`config.mk`:
```
export PLATFORM = sky130hd
export DESIGN_NAME = reg_write_arbiter
export DESIGN_NICKNAME = d
export VERILOG_FILES = /design/src/rtl/reg_write_arbiter.sv
export SDC_FILE = /design/constraint.sdc
export NUM_CORES = 1
export LEC_CHECK = 0
export CAP_MARGIN = 15
export CORE_MARGIN = 3
export CORE_UTILIZATION = 41
export CTS_BUF_LIST = sky130_fd_sc_hd__clkbuf_2
export DETAILED_ROUTE_END_ITERATION = 10
export PLACE_DENSITY = 0.86
export SLEW_MARGIN = 20
export SYNTH_ARGS = -nofsm -noshare
export SYNTH_HDL_FRONTEND = slang
export SYNTH_SLANG_ARGS = --single-unit
```
`constraint.sdc`:
```
create_clock -name clk -period 2.7 [get_ports clk]
set_clock_uncertainty 0.2 [all_clocks]
set_input_delay 0.81 -clock clk [delete_from_list [all_inputs] [get_ports clk]]
set_output_delay 0.81 -clock clk [all_outputs]
set_load 0.005 [all_outputs]
```
`src/rtl/reg_write_arbiter.sv`:
```
// reg_write_arbiter: round-robin arbiter for the single write port of a register
// bank. It drives the per-register write enables and a shared data bus, and it
// provides a scrub sequence that writes zero into every register in turn.
// All outputs are registered.
module reg_write_arbiter #(
  parameter int N      = 8,
  parameter int NREQ   = 3,
  parameter int ADDR_W = 3
) (
  input  logic                     clk,
  input  logic                     rst,
  input  logic [NREQ-1:0]          req,
  input  logic [NREQ*ADDR_W-1:0]   addr,
  input  logic [NREQ*N-1:0]        data,
  input  logic                     scrub_start,
  output logic [NREQ-1:0]          gnt,
  output logic [(1<<ADDR_W)-1:0]   wr_en,
  output logic [N-1:0]             wr_data,
  output logic                     busy,
  output logic                     scrub_done
);

  localparam int          R      = 1 << ADDR_W;
  localparam int          PTR_W  = (NREQ > 1) ? $clog2(NREQ) : 1;
  localparam int unsigned NREQ_U = NREQ;

  typedef enum logic {
    IDLE,
    SCRUB
  } state_t;

  state_t              state_q, state_d;
  logic [PTR_W-1:0]    ptr_q, ptr_d;
  // Scrub index counts 1..R; reaching R marks the completion cycle.
  logic [ADDR_W:0]     idx_q, idx_d;

  logic [NREQ-1:0]     gnt_d;
  logic [R-1:0]        wr_en_d;
  logic [N-1:0]        wr_data_d;
  logic                busy_d;
  logic                done_d;

  logic                found;
  logic [PTR_W-1:0]    win;
  logic [ADDR_W-1:0]   win_addr;
  logic [N-1:0]        win_data;

  // Round-robin search: first set request at or after ptr, wrapping around.
  always_comb begin
    int unsigned cand;
    found = 1'b0;
    win   = '0;
    cand  = 0;
    for (int unsigned j = 0; j < NREQ_U; j++) begin
      cand = 32'(ptr_q) + j;
      if (cand >= NREQ_U) begin
        cand = cand - NREQ_U;
      end
      if (!found && req[cand]) begin
        found = 1'b1;
        win   = cand[PTR_W-1:0];
      end
    end
    win_addr = addr[win*ADDR_W +: ADDR_W];
    win_data = data[win*N +: N];
  end

  // Next-state and next-output logic for the IDLE/SCRUB controller.
  always_comb begin
    state_d   = state_q;
    ptr_d     = ptr_q;
    idx_d     = idx_q;
    gnt_d     = '0;
    wr_en_d   = '0;
    wr_data_d = '0;
    busy_d    = 1'b0;
    done_d    = 1'b0;
    case (state_q)
      IDLE: begin
        if (scrub_start) begin
          // First scrub write is issued on the entry edge itself.
          state_d    = SCRUB;
          wr_en_d[0] = 1'b1;
          busy_d     = 1'b1;
          idx_d      = (ADDR_W+1)'(1);
        end else if (found) begin
          gnt_d[win]        = 1'b1;
          wr_en_d[win_addr] = 1'b1;
          wr_data_d         = win_data;
          if (win == PTR_W'(NREQ - 1)) begin
            ptr_d = '0;
          end else begin
            ptr_d = win + 1'b1;
          end
        end
      end
      SCRUB: begin
        if (idx_q == (ADDR_W+1)'(R)) begin
          state_d = IDLE;
          done_d  = 1'b1;
          idx_d   = '0;
        end else begin
          wr_en_d[idx_q[ADDR_W-1:0]] = 1'b1;
          busy_d                     = 1'b1;
          idx_d                      = idx_q + 1'b1;
        end
      end
      default: begin
        state_d = IDLE;
      end
    endcase
  end

  // State, pointer, index and registered outputs.
  always_ff @(posedge clk) begin
    if (rst) begin
      state_q    <= IDLE;
      ptr_q      <= '0;
      idx_q      <= '0;
      gnt        <= '0;
      wr_en      <= '0;
      wr_data    <= '0;
      busy       <= 1'b0;
      scrub_done <= 1'b0;
    end else begin
      state_q    <= state_d;
      ptr_q      <= ptr_d;
      idx_q      <= idx_d;
      gnt        <= gnt_d;
      wr_en      <= wr_en_d;
      wr_data    <= wr_data_d;
      busy       <= busy_d;
      scrub_done <= done_d;
    end
  end

endmodule

```
==> results.cfg <==
[outcome]
status = finished clean

[sta]
fin_crit_sh = 0.964
tns_ps = 0
hold_viol_final = 0
finalSetupViolCount = 0
relSlewSlack = 0.690
clock.fmax_mhz = 384
slew_viol_final = 0
setup_slack_ps = 97.0
whs_ps = 367
layout_min_cycle_time_ps = 2600
worst_pin_slew_ps = 465

[power_and_ir_drop]
p_leak_nw = 1.01
peakVddDrop_mv = 0.330
p_total_w = 0.00141
p_per_area_mw_per_mm2 = 570

[die]
initial_utilization = 0.431
core-area_mm2 = 0.00369
die_w_um = 68.3
ios = 60
rows = 22
die_area_mm2 = 0.00467
die_h_um = 68.3

[worst_setup_path]
critPathMaxFanout = 14
path_buf_inv = 1
worstPathArrival_ps = 1590
r2r-end = wr_en[3]
startpoint = state_q
critPathMaxStageDelay_ps = 660
cp-end-kind = primary output
critical_path.top_delay_family = flip-flops
worstSetupEndpoint = busy
r2r_slack_ps = 180
worstPathRequired_ps = 1690
worst_setup_path_start_kind = flip-flop
ff2ff_path_depth = 10
crit_type = flip-flop to primary output
cpMaxStageDelayCell = dfxtp_1
path_depth = 1
timing.rr.start = ptr_q[0]
crit_chain = clkdlybuf4s50_1

[placement]
pre_cts_ws_ps = -460
place.gp.congestion = 0.905
placement.io_buffers = 59
dp.cells = 310
hpwlAfterDp_um = 3290

[grt]
busiest_layer = met2
use_met2 = 0.310
grt_usage = 0.185
grt_overflow_total = 0
grt_pass1_wl_um = 6690
grt_pass1_vias = 1535
met1_usage = 0.249
grt_util_met3 = 0.0213
grt_max_degree = 15
grt_antenna_before_repair = 0

[drt]
drt_iter0_drc = 120
antenna_left = 0
drtPass1Iterations = 4
via_per_inst = 5.34
vias = 1694
wire_per_inst_um = 13.3
wl_um = 4220
drc = 0

[cts]
cts.sinks = 27
clkLatencyLatePin_ps = 340
htree_num_levels = 1
ctsHoldBuffers = 0
cts-root-buf = clkbuf_2
clock_path_buffers = 2
cts_tree = built
cts_inserted_buffers = 3
clkSlewWorstSetupHoldPaths_ps = 230

[logic_synthesis]
synthDistinctLibCells = 45
postSynthAreaPerCell_um2 = 8.42
synth_cells = 189
synth_warnings = 0
yosysSeqAreaShare = 0.340
synth.net_count = 234
async_reset_ff_frac = 0
ys_ff_latch = 27
syn_area_mm2 = 0.00159
synth_edf_count = 0
ys.flop_type = dfxtp_1

[worst_hold_path]
hold_depth = 1
hold_path_class = flip-flop to flip-flop

[finish]
seqCellArea_um2 = 546
layout.cells.non_filler = 317
nets = 315
mostFrequentLayoutCell = clkdlybuf4s50_1
fillers = 297
drive_gt1_frac = 0.197
antenna_cells = 0
multi_input_area_mm2 = 0.00102
mostFrequentLayoutCells = clkdlybuf4s50_1 (56), buf_4 (28), nor2_1 (27), dfxtp_1 (25), mux2i_1 (12)
area_delta_synth_final_pct = 55.6

[run]
drv_cap = 0
cell usage after synthesis, types with 3 or more instances:
cell	instances	area (um^2)
a211oi_1	10	75.1
a21oi_1	8	40.0
clkbuf_1	6	22.5
dfxtp_1	27	541
ha_1	6	75.1
inv_1	7	26.3
mux2i_1	13	130
nand2_1	9	33.8
nand2b_1	4	25.0
nand3_1	6	30.0
nand3b_1	3	22.5
nor2_1	27	101
nor3_1	7	35.0
nor3b_1	4	30.0
o21ai_0	9	45.0
o22ai_1	3	18.8
power by group:
part           switching [W]  internal [W]  total (W)  leakage, nW
Clock               0.000112     0.0000391   0.000151       0.0166
Sequential         0.0000228      0.000436   0.000459        0.221
Combinational       0.000365      0.000436   0.000801        0.769
sequential cells by signal, summed over array words and instances, names as in the netlist:
register    cells
wr_data         8
wr_en           8
idx_q           4
gnt             3
ptr_q           2
scrub_done      1
state_q         1
worst min-delay path by stage:
stage | slack (ps) | start | end
after floorplan | 300 | idx_q[3] | scrub_done
after global placement | 340 | idx_q[3] | scrub_done
after detailed placement | 350 | ptr_q[1] | ptr_q[1]
after CTS | 380 | idx_q[3] | scrub_done
after global routing | 390 | ptr_q[0] | ptr_q[0]
final | 370 | ptr_q[0] | ptr_q[0]
final cells by class:
cell class | instances | area share
tap | 48 | 0.0243
sequential | 27 | 0.220
timing repair buffer | 87 | 0.323
multi-input combinational | 144 | 0.413
clock buffer | 4 | 0.00808
inverter | 7 | 0.0106
what timing repair did:
item                       in CTS  in global routing
cloned                          0                  0
gates resized for setup         6                 10
setup buffers                   1                  2
setup endpoints to repair       8                 18
pin swaps                       0                  5
routing by layer:
metal,vias up,share of wire
met5,-,0
met4,0,0.013
met3,6,0.046
met2,53,0.49
met1,793,0.45
li1,842,-
logic make-up (layout without fill, tap and decap cells):
logic type      after synthesis  after routing  synth area share
compound gates               51             51             0.229
fa+ha+maj                     6              6            0.0472
buf+inv                      18             98            0.0535
flops                        27             27             0.340
mux                          15             15            0.0983
simple gates                 72             72             0.233
through the flow:
| step | cell area, um^2 | utilization |
|---|---|---|
| 2_1_floorplan | 1590 | - |
| 3_3_place_gp | 2370 | 0.643 |
| 3_5_place_dp | 2370 | 0.643 |
| 4_1_cts | 2420 | 0.656 |
| 5_1_grt | 2480 | 0.671 |
| 6_report | 2480 | 0.671 |
Power figures use the tool's default switching activity.
